[src/rtl/ntt_mem_arbiter_if.sv]
// Bus bundle between the NTT core array, the shared-memory arbiter and the coefficient memory.
// master = arbiter side, slave = core/memory side.
interface ntt_mem_arbiter_if #(
  parameter int unsigned N_CORES = 4,
  parameter int unsigned AW      = 64,
  parameter int unsigned DW      = 64
);
  logic [N_CORES-1:0]    core_req;
  logic [N_CORES-1:0]    core_we;
  logic [N_CORES*AW-1:0] core_addr;
  logic [N_CORES*DW-1:0] core_wdata;
  logic [N_CORES-1:0]    core_gnt;
  logic [N_CORES-1:0]    core_valid;
  logic [DW-1:0]         core_rdata;
  logic                  mem_req;
  logic                  mem_we;
  logic [AW-1:0]         mem_addr;
  logic [DW-1:0]         mem_wdata;
  logic                  mem_gnt;
  logic                  mem_valid;
  logic [DW-1:0]         mem_rdata;
  logic                  busy;
  logic [32*N_CORES-1:0] perf_grants;

  modport master (
    input  core_req, core_we, core_addr, core_wdata, mem_gnt, mem_valid, mem_rdata,
    output core_gnt, core_valid, core_rdata, mem_req, mem_we, mem_addr, mem_wdata,
           busy, perf_grants
  );

  modport slave (
    output core_req, core_we, core_addr, core_wdata, mem_gnt, mem_valid, mem_rdata,
    input  core_gnt, core_valid, core_rdata, mem_req, mem_we, mem_addr, mem_wdata,
           busy, perf_grants
  );
endinterface

[src/rtl/ntt_mem_arbiter.sv]
// Round-robin arbiter merging single-outstanding NTT core memory ports onto one memory port.
// Optional per-core completion counters are built when NTT_ARB_PERF_EN is defined.
module ntt_mem_arbiter #(
  parameter int unsigned N_CORES = 4,
  parameter int unsigned AW      = 64,
  parameter int unsigned DW      = 64
) (
  input logic               clk,
  input logic               rst,
  ntt_mem_arbiter_if.master bus
);
  localparam int unsigned SELW = $clog2(N_CORES);

  typedef enum logic [1:0] {IDLE, ISSUE, WAIT_RD, COMPLETE} state_t;

  state_t             state_q, state_d;
  logic [SELW-1:0]    rr_ptr_q, rr_ptr_d;
  logic [SELW-1:0]    sel_q, sel_d;
  logic               we_q, we_d;
  logic [AW-1:0]      addr_q, addr_d;
  logic [DW-1:0]      wdata_q, wdata_d;
  logic [DW-1:0]      rdata_q, rdata_d;
  logic [N_CORES-1:0] cool_q, cool_d;

  logic [N_CORES-1:0] masked;
  logic [N_CORES-1:0] sel_onehot;
  int unsigned        pick_idx;
  int unsigned        best_rank;
  int unsigned        rank;
  logic               found;
  logic               pick_we;
  logic [AW-1:0]      pick_addr;
  logic [DW-1:0]      pick_wdata;

  assign masked = bus.core_req & ~cool_q;

  // Lowest rank = closest set bit at or above rr_ptr, wrapping modulo N_CORES.
  always_comb begin
    best_rank = N_CORES;
    pick_idx  = 0;
    rank      = 0;
    for (int unsigned i = 0; i < N_CORES; i++) begin
      if (masked[i]) begin
        rank = (i + N_CORES - 32'(rr_ptr_q)) % N_CORES;
        if (rank < best_rank) begin
          best_rank = rank;
          pick_idx  = i;
        end
      end
    end
    found = (best_rank < N_CORES);
  end

  always_comb begin
    pick_we    = 1'b0;
    pick_addr  = '0;
    pick_wdata = '0;
    for (int unsigned i = 0; i < N_CORES; i++) begin
      if (i == pick_idx) begin
        pick_we    = bus.core_we[i];
        pick_addr  = bus.core_addr[i*AW +: AW];
        pick_wdata = bus.core_wdata[i*DW +: DW];
      end
    end
  end

  always_comb begin
    sel_onehot = '0;
    for (int unsigned i = 0; i < N_CORES; i++) begin
      sel_onehot[i] = (32'(sel_q) == i);
    end
  end

  always_comb begin
    state_d  = state_q;
    rr_ptr_d = rr_ptr_q;
    sel_d    = sel_q;
    we_d     = we_q;
    addr_d   = addr_q;
    wdata_d  = wdata_q;
    rdata_d  = rdata_q;
    cool_d   = '0;
    unique case (state_q)
      IDLE: begin
        if (found) begin
          sel_d   = SELW'(pick_idx);
          we_d    = pick_we;
          addr_d  = pick_addr;
          wdata_d = pick_wdata;
          state_d = ISSUE;
        end
      end
      ISSUE: begin
        if (bus.mem_gnt) state_d = we_q ? COMPLETE : WAIT_RD;
      end
      WAIT_RD: begin
        if (bus.mem_valid) begin
          rdata_d = bus.mem_rdata;
          state_d = COMPLETE;
        end
      end
      COMPLETE: begin
        rr_ptr_d = SELW'((32'(sel_q) + 32'd1) % N_CORES);
        cool_d   = sel_onehot;
        state_d  = IDLE;
      end
      default: state_d = IDLE;
    endcase
  end

  always_ff @(posedge clk) begin
    if (rst) begin
      state_q  <= IDLE;
      rr_ptr_q <= '0;
      sel_q    <= '0;
      we_q     <= 1'b0;
      addr_q   <= '0;
      wdata_q  <= '0;
      rdata_q  <= '0;
      cool_q   <= '0;
    end else begin
      state_q  <= state_d;
      rr_ptr_q <= rr_ptr_d;
      sel_q    <= sel_d;
      we_q     <= we_d;
      addr_q   <= addr_d;
      wdata_q  <= wdata_d;
      rdata_q  <= rdata_d;
      cool_q   <= cool_d;
    end
  end

  assign bus.mem_req    = (state_q == ISSUE);
  assign bus.mem_we     = we_q;
  assign bus.mem_addr   = addr_q;
  assign bus.mem_wdata  = wdata_q;
  assign bus.core_gnt   = (state_q == COMPLETE) ? sel_onehot : '0;
  assign bus.core_valid = (state_q == COMPLETE && !we_q) ? sel_onehot : '0;
  assign bus.core_rdata = rdata_q;
  assign bus.busy       = (state_q != IDLE);

`ifdef NTT_ARB_PERF_EN
  logic [31:0] perf_q [N_CORES];

  always_ff @(posedge clk) begin
    for (int unsigned i = 0; i < N_CORES; i++) begin
      if (rst) begin
        perf_q[i] <= '0;
      end else if (state_q == COMPLETE && sel_onehot[i]) begin
        perf_q[i] <= perf_q[i] + 32'd1;
      end
    end
  end

  for (genvar g = 0; g < N_CORES; g++) begin : g_perf
    assign bus.perf_grants[g*32 +: 32] = perf_q[g];
  end
`else
  assign bus.perf_grants = '0;
`endif
endmodule

[src/flat_wrapper.sv]
// flat-port wrapper written by rule: the top's interface ports become plain ports
module ntt_mem_arbiter_flat 
#(
  parameter int unsigned N_CORES = 4,
  parameter int unsigned AW      = 64,
  parameter int unsigned DW      = 64
)
  (clk, rst, bus_core_req, bus_core_we, bus_core_addr, bus_core_wdata, bus_mem_gnt, bus_mem_valid, bus_mem_rdata, bus_core_gnt, bus_core_valid, bus_core_rdata, bus_mem_req, bus_mem_we, bus_mem_addr, bus_mem_wdata, bus_busy, bus_perf_grants);
  ntt_mem_arbiter_if #(.N_CORES(N_CORES), .AW(AW), .DW(DW)) bus_i ();
  input logic clk;
  input logic rst;
  input wire logic [$bits(bus_i.core_req)-1:0] bus_core_req;
  input wire logic [$bits(bus_i.core_we)-1:0] bus_core_we;
  input wire logic [$bits(bus_i.core_addr)-1:0] bus_core_addr;
  input wire logic [$bits(bus_i.core_wdata)-1:0] bus_core_wdata;
  input wire logic [$bits(bus_i.mem_gnt)-1:0] bus_mem_gnt;
  input wire logic [$bits(bus_i.mem_valid)-1:0] bus_mem_valid;
  input wire logic [$bits(bus_i.mem_rdata)-1:0] bus_mem_rdata;
  output wire logic [$bits(bus_i.core_gnt)-1:0] bus_core_gnt;
  output wire logic [$bits(bus_i.core_valid)-1:0] bus_core_valid;
  output wire logic [$bits(bus_i.core_rdata)-1:0] bus_core_rdata;
  output wire logic [$bits(bus_i.mem_req)-1:0] bus_mem_req;
  output wire logic [$bits(bus_i.mem_we)-1:0] bus_mem_we;
  output wire logic [$bits(bus_i.mem_addr)-1:0] bus_mem_addr;
  output wire logic [$bits(bus_i.mem_wdata)-1:0] bus_mem_wdata;
  output wire logic [$bits(bus_i.busy)-1:0] bus_busy;
  output wire logic [$bits(bus_i.perf_grants)-1:0] bus_perf_grants;
  assign bus_i.core_req = bus_core_req;
  assign bus_i.core_we = bus_core_we;
  assign bus_i.core_addr = bus_core_addr;
  assign bus_i.core_wdata = bus_core_wdata;
  assign bus_i.mem_gnt = bus_mem_gnt;
  assign bus_i.mem_valid = bus_mem_valid;
  assign bus_i.mem_rdata = bus_mem_rdata;
  assign bus_core_gnt = bus_i.core_gnt;
  assign bus_core_valid = bus_i.core_valid;
  assign bus_core_rdata = bus_i.core_rdata;
  assign bus_mem_req = bus_i.mem_req;
  assign bus_mem_we = bus_i.mem_we;
  assign bus_mem_addr = bus_i.mem_addr;
  assign bus_mem_wdata = bus_i.mem_wdata;
  assign bus_busy = bus_i.busy;
  assign bus_perf_grants = bus_i.perf_grants;
  ntt_mem_arbiter #(.N_CORES(N_CORES), .AW(AW), .DW(DW)) u_core (.clk(clk), .rst(rst), .bus(bus_i));
endmodule
[config.mk]
export PLATFORM = sky130hd
export DESIGN_NAME = ntt_mem_arbiter_flat
export DESIGN_NICKNAME = d
export VERILOG_FILES = /design/src/rtl/ntt_mem_arbiter_if.sv /design/src/rtl/ntt_mem_arbiter.sv /design/src/flat_wrapper.sv
export SDC_FILE = /design/constraint.sdc
export NUM_CORES = 1
export LEC_CHECK = 0
export ABC_AREA = 1
export CORE_AREA = 5 5 350 352
export DETAILED_ROUTE_END_ITERATION = 6
export DIE_AREA = 0 0 355 357
export HOLD_SLACK_MARGIN = 0.03
export PLACE_DENSITY = 0.32
export SYNTH_ARGS = -nofsm -noshare
export SYNTH_HDL_FRONTEND = slang
export SYNTH_SLANG_ARGS = --single-unit
[constraint.sdc]
create_clock -name clk -period 5.05 [get_ports clk]
set_input_delay 1.01 -clock clk [delete_from_list [all_inputs] [get_ports clk]]
set_output_delay 1.01 -clock clk [all_outputs]
set_load 0.03 [all_outputs]
## Yosys cells after proc, flatten, opt, wreduce, memory -nomap -nowiden

Index checks and enable logic that the tools add are counted.

| cells by class | value |
|---|---|
| add/sub/neg operators | 5 |
| multiply operators | 0 |
| div/mod/pow operators | 0 |
| $lt $le $gt $ge | 5 |
| eq/ne operators | 12 |
| shift-type cells | 0 |
| mux-type cells | 33 |
| bitwise logic cells | 2 |
| reduce and logical (&&, ||, !) cells | 9 |

Operators by type and width:

| cell | count |
|---|---|
| $mux 64 | 8 |
| $mux 32 | 12 |
| $lt 2x32->1 | 3 |
| $eq 2x32->1 const A | 2 |
| $eq 1x32->1 const A | 1 |
| $logic_not 32->1 | 1 |
| $lt 32x3->1 const B | 1 |
| $eq 2x2->1 const B | 4 |
| $mux 4 | 2 |
| $pmux 2 s4 | 1 |
| $mux 1 | 6 |
| $mux 2 | 3 |
| $and 4x4->4 | 1 |
| $eq 2x1->1 const B | 2 |
| $logic_not 2->1 | 2 |
| $ne 2x2->1 const B | 2 |
| $not 4->4 | 1 |
| $reduce_and 2->1 | 2 |
| $sub 1x2->2 const A | 2 |
| $sub 2x2->2 const A | 2 |
| $lt 2x3->1 const B | 1 |
| $mux 3 | 1 |
| $reduce_and 3->1 | 1 |
| $add 2x1->2 const B | 1 |
| 4 further kinds | 4 |

| storage, ports and cells | value |
|---|---|
| register bits after elaboration | 203 |
| bits in latches | 0 |
| memory bits (writable) | 0 |
| memory bits (read-only) | 0 |
| input port bits | 588 |
| output and inout port bits | 331 |
| logic and storage cells | 74 |
| memories | 0 |

## Depth between registers and ports, before layout

Gate-level depths: netlist (run 1).

| depth | value |
|---|---|
| word-level depth | 18 |
| gate-level depth with buffers | 28 |

## Worst setup path before layout (run 1)

No wires, ideal clock.

| timing path | value |
|---|---|
| path type | input to register |
| start point | input bus_core_req[0] |
| end point | register u_core.addr_q[45] (netlist: u_core.bus.mem_addr[45]) |
| arrival | 3.856 ns |
| required time | 4.933 ns |
| setup slack | 1.077 ns |
| stages on the path | 26 |
| cells stage by stage | nand2_1 inv_1 nand2_1 nand2_1 o21ai_0 nand2_1 ha_1 nand2_1 nand2_1 nand2_1 nand2_2 clkbuf_1 clkbuf_1 o21ai_0 ha_1 nand2_1 nand2_2 nand2_4 nand2_2 buf_6 buf_4 buf_4 nand4_1 nand3_1 nor2_1 nor2_1 |

| on the way | value |
|---|---|
| cells in the longest elaborated chain, start to end | 16 |

Ends and longest elaborated chain:

| item | line | text |
|---|---|---|
| start, declared | flat_wrapper.sv:12 | `input wire logic [$bits(bus_i.core_req)-1:0] bus_core_req;` |
| $and 4x4->4 (*) | ntt_mem_arbiter.sv:35 | `assign masked = bus.core_req & ~cool_q;` |
| $mux 32 (*) | ntt_mem_arbiter.sv:43 | `if (masked[i]) begin` |
| branches (longest 14 deep; another with $lt 2x32->1) | - |  |
| end signal, assigned | ntt_mem_arbiter.sv:126 | `addr_q <= addr_d;` |
| end, declared | ntt_mem_arbiter.sv:20 | `logic [AW-1:0] addr_q, addr_d;` |

Mark *: on every way between the ends.
A chain may end at the register's enable or synchronous reset.

## Final worst setup path (run 1)

| timing path | value |
|---|---|
| start point | input bus_core_req[1] |
| end point | register u_core.addr_q[18] (netlist: u_core.bus.mem_addr[18]) |

| on the way | value |
|---|---|
| cells in the longest elaborated chain, start to end | 13 |

Ends and longest elaborated chain:

| item | line |
|---|---|
| $and 4x4->4 (*) | ntt_mem_arbiter.sv:35 |
| branches (longest 12 deep; another with $lt 2x32->1) | - |

Marked as above.

==> metrics, run 1 <==
RSZ-0062 raised after global routing=no; max-slew violations=0; mux share of post-synthesis cell area=0%; synthesized area=0.0127 mm²; worst stage delay on the critical path=0.45 ns; initial antenna violation count=9; Hold Violations, Final=0; Die Ht=357 µm; Warnings, synthesis=0; layout cells sized above 1=5.22%; max-cap violation count=0; largest net degree at the start of global routing=118; die extent in x=355 µm; Worst-path clk slew=0.05 ns; Starting Density=10.7%; register area=0.00406 mm²; Final ANT Viol Nets=0; CTS Hold Bufs=0; clk buf depth=3; fill cell total of the finished layout=13600; largest family of logic cells by synthesized area=simple AND/OR/NAND/NOR gates; DR pass1 iterations=4; PortBufs=790; Num CTS Buffers=34; Worst-Margin Slew=0.833 ns; Syn Area/Cell=6.42 µm²; crit path launch=bus_core_req[1]; footprint of the multi-input gates=0.00719 mm²; Final #Nets=3293; setup bufs post-CTS=0; Core Box Area=0.119 mm²; final wirelength=89.9 mm; Cell Count, Final, Fillers Out=4272; vias in the first global route=16400; sequential area share after synthesis=32.1%; CP Launch Type=primary input; Tmin final=4.15 ns; worst hold start=u_core.bus.mem_addr[26]; power density cells=513 mW/mm²; Worst Hold Class=register to register; WS Path Type=primary input to register; Iter 0 DRT Violations=868; CP arrival=4.62 ns; EDFF count, synth=0; Main synth FF type=dfxtp_1; Row Count=127; die area=0.127 mm²; xor/xnor share of the synthesized area=0.0691%; I/O Pins=919; period utilization=82.1%; Reg2Reg Launch Point=u_core.cool_q[0]; Post-Synth Simple-Gate Area=39.3%; cell count of the worst reg-to-reg path=25; Crit path top cell by count=nand2_1; gr ovfl total=0; synth unique cells=29; Avg WL per Cell=21.0 µm; Slew Limit Headroom=44.5%; Sum Neg Setup Slack=0 ns; Clock Sinks=203; Crit Path Max Fanout=44; post-synthesis compound-gate area fraction=12.0%; Post-Synth Adder-Cell Area=1.09%; Via Count=16000; clk_skew=0.0330 ns; GR Util All Layers=13.2%; ys async rst share=0%; slowest stage cell, crit path=clkdlybuf4s50_1; clk_lat worst skew=0.56 ns; placed insts=4206; status=completed; first-pass GRT wire length=123 mm; H-tree depth=2; worst path cell trace=clkdlybuf4s50_1 -> inv_1 -> nor2_2 -> inv_1 -> nand2_1 -> nand2_1 -> ha_1 -> nand2_1 -> nand2_1 -> nand2_1 -> nand2_8 -> buf_4 -> nand2_1 -> nand2_1 -> nand2_1 -> nand2_2 -> nand2_4 -> nand2_8 -> buf_12 -> buf_4 -> o21ai_0 -> nor2_1 -> nand2_1 -> a21oi_1; CP required=5.52 ns; Resize count post-CTS=0; Pleak=8.84 nW; hold path depth=2; f_max=241 MHz; setup violators final=0; clock tree from TritonCTS=built; worst ir drop on vdd=0.000175 V; via-per-instance ratio=3.75; Root Driver=clkbuf_16; post-DP HPWL=69.9 mm; Crit. End Element=register; GP Congestion=0.825; P&R area growth vs syn=81.7%; post-synthesis cell count=1974; Yosys reg bits=203; drc violations=0
## layer usage
| layer | GRT usage [%] | part of all wire [%] | wire, µm | up-vias |
|---|---|---|---|---|
| met4 | 3.35 | 2.2 | 2020 | 6 |
| met3 | 3.28 | 6.7 | 6010 | 84 |
| met1 | 15.9 | 41 | 37100 | 7504 |
| met2 | 23.4 | 50 | 44700 | 540 |
| li1 | - | - | - | 7876 |
| met5 | 0 | 0.044 | 40 | - |
## cell type report
type                            count  area share [%]
Multi-Input combinational cell   1561            31.2
Inverter                           29           0.489
Clock buffer                       54            4.41
Tap cell                         1548            8.41
Timing Repair Buffer              865            37.5
Antenna cell                        6          0.0652
Clock inverter                      6           0.320
Sequential cell                   203            17.6
## cells in the mapped netlist, drive strengths merged (11+ instances only)
master,number,area share (%)
buf,207,12
o21ai,199,7.9
nand3,340,13
dfxtp,203,32
nor2,400,12
nand2,252,7.6
ha,11,1.1
clkbuf,101,3.0
inv,28,0.83
nand4,129,6.4
a21oi,96,3.9
## worst paths after layout
path | slack [ns] | end
worst max-delay path | 0.90 | u_core.bus.mem_addr[18]
worst min-delay path | 0.46 | u_core.bus.mem_addr[26]
worst max register to register | 1.51 | u_core.bus.mem_addr[18]
worst min register to register | 0.46 | u_core.bus.mem_addr[26]
## sequential cells by signal, summed over array words and instances (netlist names)
signal / count
u_core.bus.core_rdata: 64
u_core.state_q: 2
u_core.bus.mem_addr: 64
u_core.bus.mem_wdata: 64
u_core.sel_q: 2
u_core.cool_q: 4
u_core.rr_ptr_q: 2
u_core.bus.mem_we: 1
## kinds of logic (layout without fill, tap and decap cells)
family                     after synthesis  count (layout)
xor gates and xnor gates                 1               1
DFF                                    203             203
adders and majority gates               11              11
and+or+nand+nor                       1122            1122
buffers and inverters                  337             954
AOI/OAI and AO/OA                      299             299
other                                    1             134
## power breakdown
group	total [mW]	internal [mW]	leakage, nW	switching (mW)
Combinational	6.91	2.51	6.63	4.40
Clock	2.38	1.43	0.535	0.952
Sequential	2.53	2.17	1.67	0.366
## critical path, delay by kind of cell
kind	cells	cell delay (ns)
AO/OA/AOI/OAI	2	0.26
adder cells (fa/ha/maj)	1	0.28
buffers and inverters	6	1.53
AND/OR/NAND/NOR	15	1.47
## per-stage QoR
stage	hold slack [ns]	power, mW	worst slack (ns)	utilization [%]	instance area (µm²)
floorplan	0.483	6.38	1.08	-	13200
global placement	0.454	9.70	0.229	18.4	21900
detailed placement	0.454	9.63	0.290	18.4	21900
CTS	0.463	12.2	0.926	19.3	23000
global route	0.477	12.7	0.561	19.3	23000
finish	0.462	11.8	0.903	19.4	23000
## cells in the final DEF, fill, tap and decap left out, drive strengths merged
master	count
clkinv	5
a21oi	96
nand2	252
or2	1
diode	6
o22ai	1
nand4	129
a31oi	1
bufinv	1
clkbuf	54
o21ai	199
inv	29
buf	76
clkdlybuf4s50	789
a22oi	1
o211ai	1
ha	11
conb	128
nand3	340
dfxtp	203
nor2	400
xnor2	1
No activity file was read; power rests on OpenSTA's default activity.
==> inputs of run 2 (changes only) <==
clock period = 4.2 ns   (was 5.05 ns; I/O delays follow)
==> metrics, run 2 (same netlist as run 1, synthesis figures left out) <==
CP required=4.71 ns (-0.81 ns); Num CTS Buffers=31 (-8.8%); final wirelength=90.6 mm (+0.73%); cell count of the worst reg-to-reg path=18 (-28%); max-slew violations=0 (unchanged); Slew Limit Headroom=43.7% (-0.77 points); layout cells sized above 1=7.54% (+2.3 points); CP arrival=4.09 ns (-0.53 ns); post-DP HPWL=71.8 mm (+2.7%); slowest stage cell, crit path=clkdlybuf4s50_1; Avg WL per Cell=20.8 µm (-0.98%); Iter 0 DRT Violations=934 (+7.6%); GR Util All Layers=13.2% (-0.019 points); Resize count post-CTS=0 (unchanged); P&R area growth vs syn=86.9%; Crit. End Element=register; Final ANT Viol Nets=0 (unchanged); I/O Pins=919 (unchanged); worst path cell trace=clkdlybuf4s50_1 -> nand2_1 -> inv_1 -> nand2_1 -> nand2_1 -> o21ai_0 -> nand2_1 -> ha_1 -> nand2_1 -> nand2_1 -> nand2_1 -> nand2_8 -> buf_4 -> buf_4 -> nand3_4 -> buf_12 -> buf_4 -> nand4_1 -> nand3_1 -> buf_4 -> nor2_1 -> nor2_1; Clock Sinks=203 (unchanged); clock tree from TritonCTS=built; hold path depth=2 (unchanged); Row Count=127 (unchanged); Via Count=16200 (+1.2%); Worst Hold Class=register to register; f_max=279 MHz; largest net degree at the start of global routing=84 (-29%); Worst-path clk slew=0.06 ns (about the same); GP Congestion=0.809 (-1.9%); crit path buf inv count=7 (+1); pre-CTS setup slack=-0.102 ns (-0.392 ns); initial antenna violation count=12 (+3); clk_lat worst skew=0.63 ns (+0.07 ns); drc violations=0 (unchanged); Crit Path Max Fanout=25 (-43%); Final #Nets=3360 (+2.0%); power density cells=614 mW/mm² (+20%); setup bufs post-CTS=0 (unchanged); Core Box Area=0.119 mm² (unchanged); Crit path top cell by count=nand2_1; max-cap violation count=0 (unchanged); CTS Hold Bufs=0 (unchanged); most frequent cells in the layout=clkdlybuf4s50_1 (789), nor2_1 (397), nand3_1 (339); clk_skew=0.0186 ns (-0.0145 ns); Tmin final=3.58 ns; CP top delay family=buffers and inverters; PortBufs=790 (unchanged); setup violators final=0 (unchanged); fin area=0.0237 mm² (+2.8%); WS Path Type=primary input to register; gr ovfl total=0 (unchanged); Starting Density=10.7% (unchanged); Pleak=9.21 nW (+4.2%); Worst-Margin Slew=0.844 ns (+0.0115 ns); Die Ht=357 µm (unchanged); DR pass1 iterations=5 (+1); CP Launch Type=primary input; worst stage delay on the critical path=0.42 ns (-0.03 ns); Root Driver=clkbuf_16; area post-placement=0.0226 mm² (+3.3%); via-per-instance ratio=3.73 (-0.51%); Crit path depth=22 (-8.3%); status=completed; most common cell after layout, fill and taps aside=clkdlybuf4s50_1; vias in the first global route=16300 (-0.66%); RSZ-0062 raised after global routing=no; Final WS setup=0.618 ns (-0.284 ns); first-pass GRT wire length=123 mm (-0.48%); period utilization=85.3%; Hold Violations, Final=0 (unchanged); H-tree depth=1 (-1); die area=0.127 mm² (unchanged); clk buf depth=3 (unchanged); worst ir drop on vdd=0.000332 V (+90%); die extent in x=355 µm (unchanged)
==> run 2: through the flow <==
step / TNS, ns / utilization, % / cells / power [mW] / hold slack, ns
after floorplan: 0 / - / 2101 / 7.67 / 0.483
after global placement: -0.685 / 19.0 / 4276 / 12.1 / 0.450
after detailed placement: -1.26 / 19.0 / 4276 / 12.0 / 0.453
after CTS: 0 / 19.9 / 4332 / 14.9 / 0.462
after global routing: 0 / 19.9 / 4340 / 15.6 / 0.477
final: 0 / 19.9 / 4346 / 14.5 / 0.461
==> run 2: report_power, final <==
group / internal [mW] / switching, mW / total (mW)
Clock: 1.58 / 1.14 / 2.72
Combinational: 3.38 / 5.42 / 8.80
Sequential: 2.60 / 0.415 / 3.02
==> run 2: worst paths after layout <==
path | startpoint | to | slack (ns)
worst max-delay path | bus_core_req[0] | u_core.bus.mem_addr[47] | 0.62
worst min-delay path | u_core.bus.mem_addr[26] | u_core.bus.mem_addr[26] | 0.46
worst max register to register | u_core.rr_ptr_q[0] | u_core.bus.mem_addr[47] | 0.88
worst min register to register | u_core.bus.mem_addr[26] | u_core.bus.mem_addr[26] | 0.46
==> run 2: area by class of cell <==
cell class / instances / area, µm²
Antenna cell: 14 / 35.0
Clock buffer: 46 / 892
Clock inverter: 10 / 119
Fill cell: 13500 / 95300
Inverter: 29 / 113
Multi-Input combinational cell: 1561 / 7190
Sequential cell: 203 / 4060
Tap cell: 1548 / 1940
Timing Repair Buffer: 935 / 9340
==> run 2: worst register-to-register path, stage by stage, from the launching register on <==
cell,delay [ns]
dfxtp_1,0.47
nand2_1,0.12
o21ai_0,0.17
nand2_1,0.09
ha_1,0.28
nand2_1,0.05
nand2_1,0.05
nand2_1,0.12
nand2_8,0.09
buf_4,0.26
buf_4,0.37
nand3_4,0.13
buf_12,0.16
buf_4,0.23
nand4_1,0.16
nand3_1,0.15
buf_4,0.20
nor2_1,0.09
nor2_1,0.05
==> run 2: layer usage <==
layer | GRT usage [%] | share of wire [%] | wire (µm) | vias up
met1 | 15.7 | 42 | 37600 | 7593
met5 | 0 | 0.030 | 27 | -
met3 | 3.18 | 6.1 | 5510 | 69
li1 | - | - | - | 8008
met4 | 3.21 | 1.9 | 1760 | 4
met2 | 23.8 | 50 | 45600 | 531
==> inputs of run 3 (changes only) <==
ABC_CLOCK_PERIOD_IN_PS = 4200   (was default)
==> results of run 3 <==
Final layout, timing and power as in run 2 (identical DEF).
